<file path="src/rtl/scariv_bru_upd_arb.sv">
// -----------------------------------------------------------------------------
// scariv_bru_upd_arb
//
// Purpose:
//   Merges branch resolutions from PIPE_NUM BRU ex3 pipes into a single
//   registered mispredict update and a set of per-pipe brtag releases.
//   - The oldest mispredict wins. An exact age tie goes to the lowest pipe
//     index.
//   - After a mispredict is emitted, the arbiter waits in FLUSH_WAIT until
//     i_flush_done arrives.
//   - While waiting, anything at or younger than the held flush point is
//     squashed. Only strictly older resolutions pass.
//
// Ports:
//   i_clk, i_reset_n        clock, asynchronous active-low reset
//   i_upd_valid/_mispred    per-pipe resolution valid / mispredict flag
//   i_upd_cmt_id/_grp_id    per-pipe age (commit id with wrap MSB, one-hot grp)
//   i_upd_brtag/_target     per-pipe branch tag / redirect target
//   i_flush_done            commit stage finished the redirect flush
//   o_br_upd_*              registered single mispredict update (1-cycle pulse)
//   o_release_valid/_brtag  registered per-pipe release of correct branches
//   o_flush_pending         high while in FLUSH_WAIT
//   o_mispred_count         (only with SCARIV_BRU_UPD_STAT_EN) saturating
//                           count of emitted mispredicts
//
// Optional feature macro: SCARIV_BRU_UPD_STAT_EN
// -----------------------------------------------------------------------------
module scariv_bru_upd_arb #(
   parameter int PIPE_NUM = 2,
   parameter int CMT_ID_W = 7,
   parameter int GRP_W    = 4,
   parameter int BRTAG_W  = 4,
   parameter int VADDR_W  = 39
) (
   input  logic                               i_clk,
   input  logic                               i_reset_n,
   input  logic [PIPE_NUM-1:0]                i_upd_valid,
   input  logic [PIPE_NUM-1:0]                i_upd_mispred,
   input  logic [PIPE_NUM-1:0][CMT_ID_W-1:0]  i_upd_cmt_id,
   input  logic [PIPE_NUM-1:0][GRP_W-1:0]     i_upd_grp_id,
   input  logic [PIPE_NUM-1:0][BRTAG_W-1:0]   i_upd_brtag,
   input  logic [PIPE_NUM-1:0][VADDR_W-1:0]   i_upd_target,
   input  logic                               i_flush_done,
   output logic                               o_br_upd_valid,
   output logic [CMT_ID_W-1:0]                o_br_upd_cmt_id,
   output logic [GRP_W-1:0]                   o_br_upd_grp_id,
   output logic [BRTAG_W-1:0]                 o_br_upd_brtag,
   output logic [VADDR_W-1:0]                 o_br_upd_target,
   output logic [PIPE_NUM-1:0]                o_release_valid,
   output logic [PIPE_NUM-1:0][BRTAG_W-1:0]   o_release_brtag,
   output logic                               o_flush_pending
`ifdef SCARIV_BRU_UPD_STAT_EN
   ,
   output logic [31:0]                        o_mispred_count
`endif
);

   typedef enum logic [0:0] {ST_IDLE, ST_FLUSH_WAIT} state_t;

   // Returns 1 when A is strictly older than B.
   // The MSB of the commit id is a wrap bit:
   //   - wrap bits equal:  the smaller low part is older;
   //   - wrap bits differ: the larger low part is older.
   // At the same commit id, the lower one-hot group bit is older. That means
   // the numerically smaller one-hot vector is older.
   function automatic logic is_older(input logic [CMT_ID_W-1:0] a_cmt,
                                     input logic [GRP_W-1:0]    a_grp,
                                     input logic [CMT_ID_W-1:0] b_cmt,
                                     input logic [GRP_W-1:0]    b_grp);
      logic res;
      if (a_cmt == b_cmt) begin
         res = (a_grp < b_grp);
      end else if (a_cmt[CMT_ID_W-1] == b_cmt[CMT_ID_W-1]) begin
         res = (a_cmt[CMT_ID_W-2:0] < b_cmt[CMT_ID_W-2:0]);
      end else begin
         res = (a_cmt[CMT_ID_W-2:0] > b_cmt[CMT_ID_W-2:0]);
      end
      return res;
   endfunction

   state_t                     state_q, state_d;
   logic [CMT_ID_W-1:0]        held_cmt_q, held_cmt_d;
   logic [GRP_W-1:0]           held_grp_q, held_grp_d;

   logic [PIPE_NUM-1:0]        live;     // survives the flush-point filter
   logic [PIPE_NUM-1:0]        cand;     // live mispredict
   logic [PIPE_NUM-1:0]        rel;      // live correct branch to release

   logic                       sel_valid;
   logic [CMT_ID_W-1:0]        sel_cmt;
   logic [GRP_W-1:0]           sel_grp;
   logic [BRTAG_W-1:0]         sel_brtag;
   logic [VADDR_W-1:0]         sel_target;

   logic                       upd_valid_q;
   logic [CMT_ID_W-1:0]        upd_cmt_q;
   logic [GRP_W-1:0]           upd_grp_q;
   logic [BRTAG_W-1:0]         upd_brtag_q;
   logic [VADDR_W-1:0]         upd_target_q;
   logic [PIPE_NUM-1:0]        rel_valid_q;
   logic [PIPE_NUM-1:0][BRTAG_W-1:0] rel_brtag_q;

   // In FLUSH_WAIT, only resolutions strictly older than the held point survive.
   for (genvar gi = 0; gi < PIPE_NUM; gi++) begin : g_filter
      assign live[gi] = i_upd_valid[gi] &
                        ((state_q == ST_IDLE) |
                         is_older(i_upd_cmt_id[gi], i_upd_grp_id[gi], held_cmt_q, held_grp_q));
      assign cand[gi] = live[gi] & i_upd_mispred[gi];
   end

   // Oldest-mispredict pick.
   // A later pipe replaces the current pick only when it is strictly older.
   // An exact tie therefore keeps the lower pipe index.
   always_comb begin
      sel_valid  = 1'b0;
      sel_cmt    = '0;
      sel_grp    = '0;
      sel_brtag  = '0;
      sel_target = '0;
      for (int p = 0; p < PIPE_NUM; p++) begin
         if (cand[p] && (!sel_valid ||
                         is_older(i_upd_cmt_id[p], i_upd_grp_id[p], sel_cmt, sel_grp))) begin
            sel_valid  = 1'b1;
            sel_cmt    = i_upd_cmt_id[p];
            sel_grp    = i_upd_grp_id[p];
            sel_brtag  = i_upd_brtag[p];
            sel_target = i_upd_target[p];
         end
      end
   end

   // A correct branch is released only if it is strictly older than any
   // mispredict accepted in the same cycle. Otherwise that mispredict's
   // flush kills it.
   for (genvar gi = 0; gi < PIPE_NUM; gi++) begin : g_release
      assign rel[gi] = live[gi] & ~i_upd_mispred[gi] &
                       (~sel_valid |
                        is_older(i_upd_cmt_id[gi], i_upd_grp_id[gi], sel_cmt, sel_grp));
   end

   // A newly accepted mispredict always (re)arms FLUSH_WAIT. It takes
   // priority over a same-cycle i_flush_done, because the new redirect
   // still needs its own flush.
   always_comb begin
      state_d    = state_q;
      held_cmt_d = held_cmt_q;
      held_grp_d = held_grp_q;
      if (sel_valid) begin
         state_d    = ST_FLUSH_WAIT;
         held_cmt_d = sel_cmt;
         held_grp_d = sel_grp;
      end else if ((state_q == ST_FLUSH_WAIT) && i_flush_done) begin
         state_d = ST_IDLE;
      end
   end

   always_ff @(posedge i_clk or negedge i_reset_n) begin
      if (!i_reset_n) begin
         state_q      <= ST_IDLE;
         held_cmt_q   <= '0;
         held_grp_q   <= '0;
         upd_valid_q  <= 1'b0;
         upd_cmt_q    <= '0;
         upd_grp_q    <= '0;
         upd_brtag_q  <= '0;
         upd_target_q <= '0;
         rel_valid_q  <= '0;
         rel_brtag_q  <= '0;
      end else begin
         state_q     <= state_d;
         held_cmt_q  <= held_cmt_d;
         held_grp_q  <= held_grp_d;
         upd_valid_q <= sel_valid;
         if (sel_valid) begin
            upd_cmt_q    <= sel_cmt;
            upd_grp_q    <= sel_grp;
            upd_brtag_q  <= sel_brtag;
            upd_target_q <= sel_target;
         end
         rel_valid_q <= rel;
         for (int p = 0; p < PIPE_NUM; p++) begin
            if (rel[p]) begin
               rel_brtag_q[p] <= i_upd_brtag[p];
            end
         end
      end
   end

   assign o_br_upd_valid  = upd_valid_q;
   assign o_br_upd_cmt_id = upd_cmt_q;
   assign o_br_upd_grp_id = upd_grp_q;
   assign o_br_upd_brtag  = upd_brtag_q;
   assign o_br_upd_target = upd_target_q;
   assign o_release_valid = rel_valid_q;
   assign o_release_brtag = rel_brtag_q;
   assign o_flush_pending = (state_q == ST_FLUSH_WAIT);

`ifdef SCARIV_BRU_UPD_STAT_EN
   // Counts on the same edge that raises o_br_upd_valid, so the value
   // already includes the pulse currently being shown. Saturates at all-ones.
   logic [31:0] mispred_count_q;
   always_ff @(posedge i_clk or negedge i_reset_n) begin
      if (!i_reset_n) begin
         mispred_count_q <= '0;
      end else if (sel_valid && (mispred_count_q != 32'hFFFF_FFFF)) begin
         mispred_count_q <= mispred_count_q + 32'd1;
      end
   end
   assign o_mispred_count = mispred_count_q;
`endif

endmodule

</file>
<file path="config.mk">
export PLATFORM = sky130hd
export DESIGN_NAME = scariv_bru_upd_arb
export DESIGN_NICKNAME = d
export VERILOG_FILES = /design/src/rtl/scariv_bru_upd_arb.sv
export SDC_FILE = /design/constraint.sdc
export NUM_CORES = 1
export LEC_CHECK = 0
export BUFFER_PORTS_ARGS = -buffer_cell sky130_fd_sc_hd__clkbuf_2
export CORE_MARGIN = 3
export CORE_UTILIZATION = 40
export CTS_BUF_LIST = sky130_fd_sc_hd__clkbuf_4
export DETAILED_ROUTE_END_ITERATION = 8
export GPL_ROUTABILITY_DRIVEN = 0
export GPL_TIMING_DRIVEN = 0
export PLACE_DENSITY_LB_ADDON = 0.12
export SLEW_MARGIN = 10
export SYNTH_ARGS = -nofsm -noshare
export SYNTH_HDL_FRONTEND = slang
export SYNTH_SLANG_ARGS = --single-unit
</file>
<file path="constraint.sdc">
create_clock -name i_clk -period 9.57 [get_ports i_clk]
set_input_delay 0.4785 -clock i_clk [delete_from_list [all_inputs] [get_ports i_clk]]
set_output_delay 0.4785 -clock i_clk [all_outputs]
set_load 0.01 [all_outputs]
</file>
==> results.py, run 1 <==
metrics = {
    "setup_path": {
        "crit_type": "reg -> reg",
        "end_kind": "flop",
        "cp_slowest_cell": "o41ai_4",
        "slowest_delay_ps": 500,
        "crit_top_cell": "ha_1",
        "cp-start-kind": "flop",
        "crit_required_ps": 9880,
        "crit_fanout": 10,
        "arrival_ps": 7560,
    },
    "clock_network": {
        "clk-insertion-delay-late_ps": 420,
        "cts-resized-gates": 0,
        "cts.root.buffer_cell": "clkbuf_4",
        "h-tree-depth": 3,
        "path_clk_slew_ps": 100,
        "cts_made_buffers": 9,
        "postCtsSetupRepairBufs": 0,
        "cts_tree": "done",
        "cts_hold_buf": 1,
        "clock_path_buffers": 2,
        "cts_sinks": 66,
    },
    "status": {
        "status": "finished clean",
    },
    "yosys": {
        "synthCells": 529,
        "synth_seq_cells": 66,
        "synth_top_cell_by_area": "dfrtp_1",
        "synth_cell_types": 69,
        "synth_edf_count": 0,
        "yosysMostFrequentCell": "nand2_1",
        "async_reset_ff_share_pct": 100,
        "netlist.area_leader.share_pct": 36.7,
        "yosys_most_used_dff": "dfrtp_1",
        "netlist_area_um2": 4490,
        "yosys_warnings": 0,
        "synth_area_leaders": "dfrtp_1 (37%), ha_1 (11%), nand2_1 (9.1%), a31oi_1 (7.4%), nor2_1 (5.8%)",
        "avgSynthCellArea_um2": 8.50,
        "yosysSeqAreaShare_pct": 36.7,
        "synthesis.nets": 683,
        "ys_top_cells_by_count": "nand2_1 (109), nor2_1 (69), dfrtp_1 (66)",
    },
    "hold_path": {
        "hp-class": "in -> reg",
    },
    "global_route": {
        "antenna_found_initial": 1,
        "grt_pass1_vias": 4687,
        "track_usage_pct": 23.1,
        "grt_pass1_wl_um": 23200,
        "grt_max_degree": 44,
        "overflow": 0,
    },
    "sta": {
        "period_minus_slack_ps": 7260,
        "worst_slack_ps": 2310,
        "maxSlewHeadroom_pct": 53.5,
        "tightest_slew_ps": 693,
        "hold-worst-slack_ps": 256,
        "hold_viol_final": 0,
        "drv_slew": 0,
        "fmax_ghz": 0.138,
        "post-route-period-util_pct": 75.8,
        "rsz0062_at_grt": "false",
        "finalSetupViolCount": 0,
        "setup_tns_ps": 0,
        "finalClockSkew_ps": 15.7,
    },
    "detailed_routing": {
        "postRouteAntennaNets": 0,
        "avgViaCountPerCell": 5.33,
        "wl_per_cell_um": 16.6,
        "drtIter0Drc": 233,
        "firstDrtPassIters": 6,
        "drc_errors": 0,
        "vias": 4613,
        "finalWirelength_um": 14400,
    },
    "finish": {
        "postLayoutCoreUtil_pct": 52.7,
        "multi_input_area_um2": 2650,
        "regArea_um2": 1650,
        "fin_cells": 866,
        "fillers": 1089,
        "syn2layout_area_growth_pct": 27.7,
        "drive_gt1_share_pct": 30.8,
        "layout.nets": 874,
    },
    "floorplan": {
        "num_io_pins": 181,
        "core_um2": 10900,
        "die_area_um2": 12500,
        "initial_utilization_pct": 41.3,
        "die_y_um": 112,
        "placement_rows": 38,
        "fp.dieW_um": 112,
    },
    "power_and_ir_drop": {
        "leakage_uw": 0.00293,
        "ir_drop_mv": 0.119,
        "p_per_area_nw_per_um2": 284,
    },
    "placed_design": {
        "place_inst": 848,
        "io_buffers": 178,
        "dp_slack_ps": 2160,
        "dp_hpwl_um": 11600,
    },
    "flow_run": {
        "cap_violations": 0,
    },
}
cell usage in the layout (no fill, tap or decap), drive strengths merged, types with 5 or more instances in the layout:
master,instances
clkbuf,211
nand2,110
nor2,70
dfrtp,66
a31oi,53
ha,39
a21oi,25
inv,22
o21ai,17
nand3,9
mux2,8
a21o,7
and3,7
buf,7
nand2b,5
path summary, 6_finish.rpt:
path | endpoint | slack, ps | cells past startpoint | start
hold reg to reg | o_release_brtag[2] | 500 | 1 | o_release_brtag[2]
min in group asynchronous | o_br_upd_valid | 530 | 2 | i_reset_n
hold / removal | o_flush_pending | 260 | 2 | i_flush_done
max in group asynchronous | o_br_upd_target[0] | 8470 | 3 | i_reset_n
setup / recovery | o_release_brtag[6] | 2310 | 28 | o_br_upd_cmt_id[4]
setup reg to reg | o_release_brtag[6] | 2310 | 28 | o_br_upd_cmt_id[4]
logic make-up after synthesis:
| family | after synthesis | synth area share (%) |
|---|---|---|
| and+or+nand+nor | 222 | 21.7 |
| buffers and inverters | 49 | 4.40 |
| DFF | 66 | 36.7 |
| AOI/OAI and AO/OA | 134 | 21.7 |
| xor gates and xnor gates | 8 | 1.56 |
| adders and majority gates | 39 | 10.9 |
| muxes | 11 | 3.01 |
power breakdown:
group,total [µW],switching (µW),internal (µW)
clock network,192,102,89.1
registers,511,88.2,423
logic,927,552,374
per-layer routing:
metal | wire (µm) | vias up | global-route usage, %
met2 | 6780 | 148 | 37.9
met4 | 358 | 0 | 8.25
met3 | 1030 | 25 | 7.17
met1 | 6250 | 2175 | 28.7
met5 | 0 | - | 0
li1 | - | 2265 | -
final cells by class:
class	count	share of cell area [%]
Antenna cell	1	0.0436
Clock inverter	4	0.916
Multi-Input combinational cell	414	46.1
Clock buffer	12	1.57
Inverter	22	1.44
Sequential cell	66	28.8
Buffer	27	2.01
Tap cell	140	3.05
Timing Repair Buffer	180	16.1
flip-flops by register name (all words and copies together) (netlist names):
signal and count:
o_br_upd_target 39, o_release_brtag 8, o_br_upd_cmt_id 7, o_br_upd_brtag 4, o_br_upd_grp_id 4, o_release_valid 2
o_br_upd_valid 1, o_flush_pending 1
through the flow:
step	area, µm²	power [µW]
detailed placement	5580	1450
global route	5740	1780
floorplan	4490	1090
global placement	5560	1430
CTS	5740	1650
finish	5740	1630
critical path: cells and delay by family, from the launching register on:
family	cells	cell delay (ps)
muxes	1	350
adders and majority gates	3	950
buffers and inverters	4	1070
and+or+nand+nor	7	1420
DFF	1	400
AOI/OAI and AO/OA	13	2930
No activity file was read; power rests on OpenSTA's default activity.
==> inputs of run 2 (changes only) <==
Settings changed: ABC_AREA set to 1.
Clock period 9.57 ns to 7.06 ns, I/O delays scaled along.
==> results.py, run 2 <==
metrics = {
    "status": {
        "status": "finished clean",
    },
    "yosys": {
        "avgSynthCellArea_um2": 7.47,
        "netlist.area_leader.share_pct": 37.9,
        "yosysSeqAreaShare_pct": 37.9,
        "synth_edf_count": 0,
        "yosys_most_used_dff": "dfrtp_1",
        "ys_top_cells_by_count": "nand2_1 (182), nand3_1 (123), dfrtp_1 (66)",
        "synthCells": 583,
        "synth_area_leaders": "dfrtp_1 (38%), nand2_1 (16%), nand3_1 (14%), ha_1 (11%), inv_1 (4.8%)",
        "synth_top_cell_by_area": "dfrtp_1",
        "yosysMostFrequentCell": "nand2_1",
        "async_reset_ff_share_pct": 100,
        "yosys_warnings": 0,
        "synthesis.nets": 737,
        "synth_cell_types": 31,
        "netlist_area_um2": 4360,
        "synth_seq_cells": 66,
    },
    "detailed_routing": {
        "drc_errors": 0,
        "wl_per_cell_um": 14.5,
        "vias": 4603,
        "drtIter0Drc": 243,
        "firstDrtPassIters": 5,
        "postRouteAntennaNets": 0,
        "avgViaCountPerCell": 5.02,
        "finalWirelength_um": 13300,
    },
    "sta": {
        "post-route-period-util_pct": 77.6,
        "maxSlewHeadroom_pct": 64.0,
        "rsz0062_at_grt": "false",
        "worst_slack_ps": 1580,
        "drv_slew": 0,
        "setup_tns_ps": 0,
        "fmax_ghz": 0.182,
        "period_minus_slack_ps": 5480,
        "hold_viol_final": 0,
        "finalClockSkew_ps": 17.5,
        "finalSetupViolCount": 0,
        "tightest_slew_ps": 541,
    },
    "setup_path": {
        "timing.rr.start": "o_br_upd_cmt_id[5]",
        "arrival_ps": 5780,
        "crit_required_ps": 7360,
        "cp_top_family": "simple AND/OR/NAND/NOR gates",
        "rrSetupSlack_ps": 1580,
        "cp-start-kind": "flop",
        "slowest_delay_ps": 430,
        "timing.critical_path.from": "o_br_upd_cmt_id[5]",
        "r2r_end": "o_release_brtag[1]",
        "crit_fanout": 10,
        "cp_slowest_cell": "clkbuf_1",
        "r2r_cells": 33,
        "crit_top_cell": "nand2_1",
        "crit_cells": 33,
        "crit_buf_inv": 6,
        "crit_type": "reg -> reg",
        "end_kind": "flop",
        "crit_end": "o_release_brtag[1]",
    },
    "global_route": {
        "track_usage_pct": 21.5,
        "grt_max_degree": 55,
        "grt_pass1_wl_um": 20300,
        "overflow": 0,
        "grt_pass1_vias": 4277,
        "antenna_found_initial": 0,
    },
    "floorplan": {
        "die_area_um2": 12200,
        "num_io_pins": 181,
        "core_um2": 10500,
        "initial_utilization_pct": 41.6,
        "fp.dieW_um": 110,
        "die_y_um": 110,
        "placement_rows": 37,
    },
    "finish": {
        "diodes": 0,
        "syn2layout_area_growth_pct": 30.4,
        "largest_reg_flops": 39,
        "layout.nets": 930,
        "postLayoutCoreUtil_pct": 54.3,
        "final_common_cell": "nand2_1",
        "drive_gt1_share_pct": 29.7,
        "final_cell_mix": "nand2_1 (182), clkbuf_2 (179), nand3_1 (123)",
    },
    "clock_network": {
        "h-tree-depth": 3,
        "cts_tree": "done",
        "clk-insertion-delay-late_ps": 420,
        "clock_path_buffers": 2,
        "cts_sinks": 66,
        "postCtsSetupRepairBufs": 0,
        "cts.root.buffer_cell": "clkbuf_4",
        "cts_made_buffers": 9,
        "path_clk_slew_ps": 120,
        "cts-resized-gates": 0,
        "cts_hold_buf": 1,
    },
    "hold_path": {
        "hp-class": "in -> reg",
    },
    "placed_design": {
        "io_buffers": 180,
        "dp_slack_ps": 1530,
        "dp_hpwl_um": 10600,
    },
    "power_and_ir_drop": {
        "leakage_uw": 0.00325,
        "ir_drop_mv": 0.179,
        "p_per_area_nw_per_um2": 376,
    },
    "flow_run": {
        "cap_violations": 0,
    },
}
-- run 2: cell count changes in the layout (fill, tap and decap cells not counted), sizes merged, moves of 5 or more --
cell | previous run | this run
nor2 | 70 | 19
a21o | 7 | 2
mux2 | 8 | 0
o21ai | 17 | 24
nand2b | 5 | 0
a31oi | 53 | 1
clkbuf | 211 | 205
and3 | 7 | 1
a21oi | 25 | 11
nand3 | 9 | 131
nand2 | 110 | 189
inv | 22 | 61
-- run 2: layout make-up --
| cell class | instances | area, µm² |
|---|---|---|
| inverters | 61 | 234 |
| plain buffers | 22 | 97.6 |
| repair buffers | 182 | 941 |
| fillers | 1069 | 4780 |
| well taps | 136 | 170 |
| flip-flops and latches | 66 | 1650 |
| clock buffers | 10 | 75.1 |
| multi-input cells | 434 | 2370 |
| clock inverters | 6 | 136 |
-- run 2: per-stage QoR --
| stage | power [µW] | cell area, µm² | instances | hold WS (ps) |
|---|---|---|---|---|
| floorplan | 1350 | 4360 | 583 | 57.4 |
| global placement | 1750 | 5430 | 899 | 457 |
| detailed placement | 1780 | 5460 | 900 | 264 |
| finish | 2130 | 5680 | 917 | 122 |
| CTS | 2160 | 5680 | 917 | 97.4 |
| global route | 2340 | 5680 | 917 | 108 |
-- run 2: cell families (layout without fill, tap and decap cells) --
| family | Yosys count | after routing | share of synthesized area [%] |
|---|---|---|---|
| xor+xnor | 4 | 4 | 0.804 |
| compound gates | 46 | 46 | 6.17 |
| buf+inv | 83 | 281 | 7.61 |
| flops | 66 | 66 | 37.9 |
| fa+ha+maj | 39 | 39 | 11.2 |
| simple gates | 345 | 345 | 36.3 |
-- run 2: worst min-delay path by stage --
stage	slack [ps]	endpoint	startpoint	cells past startpoint
global placement	460	o_release_brtag[2]	o_release_brtag[2]	2
CTS	100	o_flush_pending	i_flush_done	2
detailed placement	260	o_br_upd_cmt_id[2]	i_reset_n	1
floorplan	60	o_br_upd_brtag[0]	i_reset_n	0
global route	110	o_flush_pending	i_flush_done	2
finish	120	o_flush_pending	i_flush_done	2
-- run 2: power by group --
| group | internal, µW | switching (µW) |
|---|---|---|
| sequential | 557 | 101 |
| clock | 220 | 148 |
| combinational | 416 | 691 |
| total | 1190 | 940 |
-- run 2: routing by layer --
| metal | share of wire, % | global-route usage, % |
|---|---|---|
| met4 | 1.7 | 7.48 |
| met2 | 46 | 33.4 |
| met1 | 44 | 30.0 |
| met3 | 7.8 | 4.08 |
| met5 | 0 | 0 |
-- run 2: worst register-to-register path: cells and delay by family (launching register included) --
kind | cells | cell delay [ps]
fa+ha+maj | 3 | 930
compound gates | 6 | 1330
flops | 1 | 360
simple gates | 18 | 1700
buf+inv | 6 | 1040
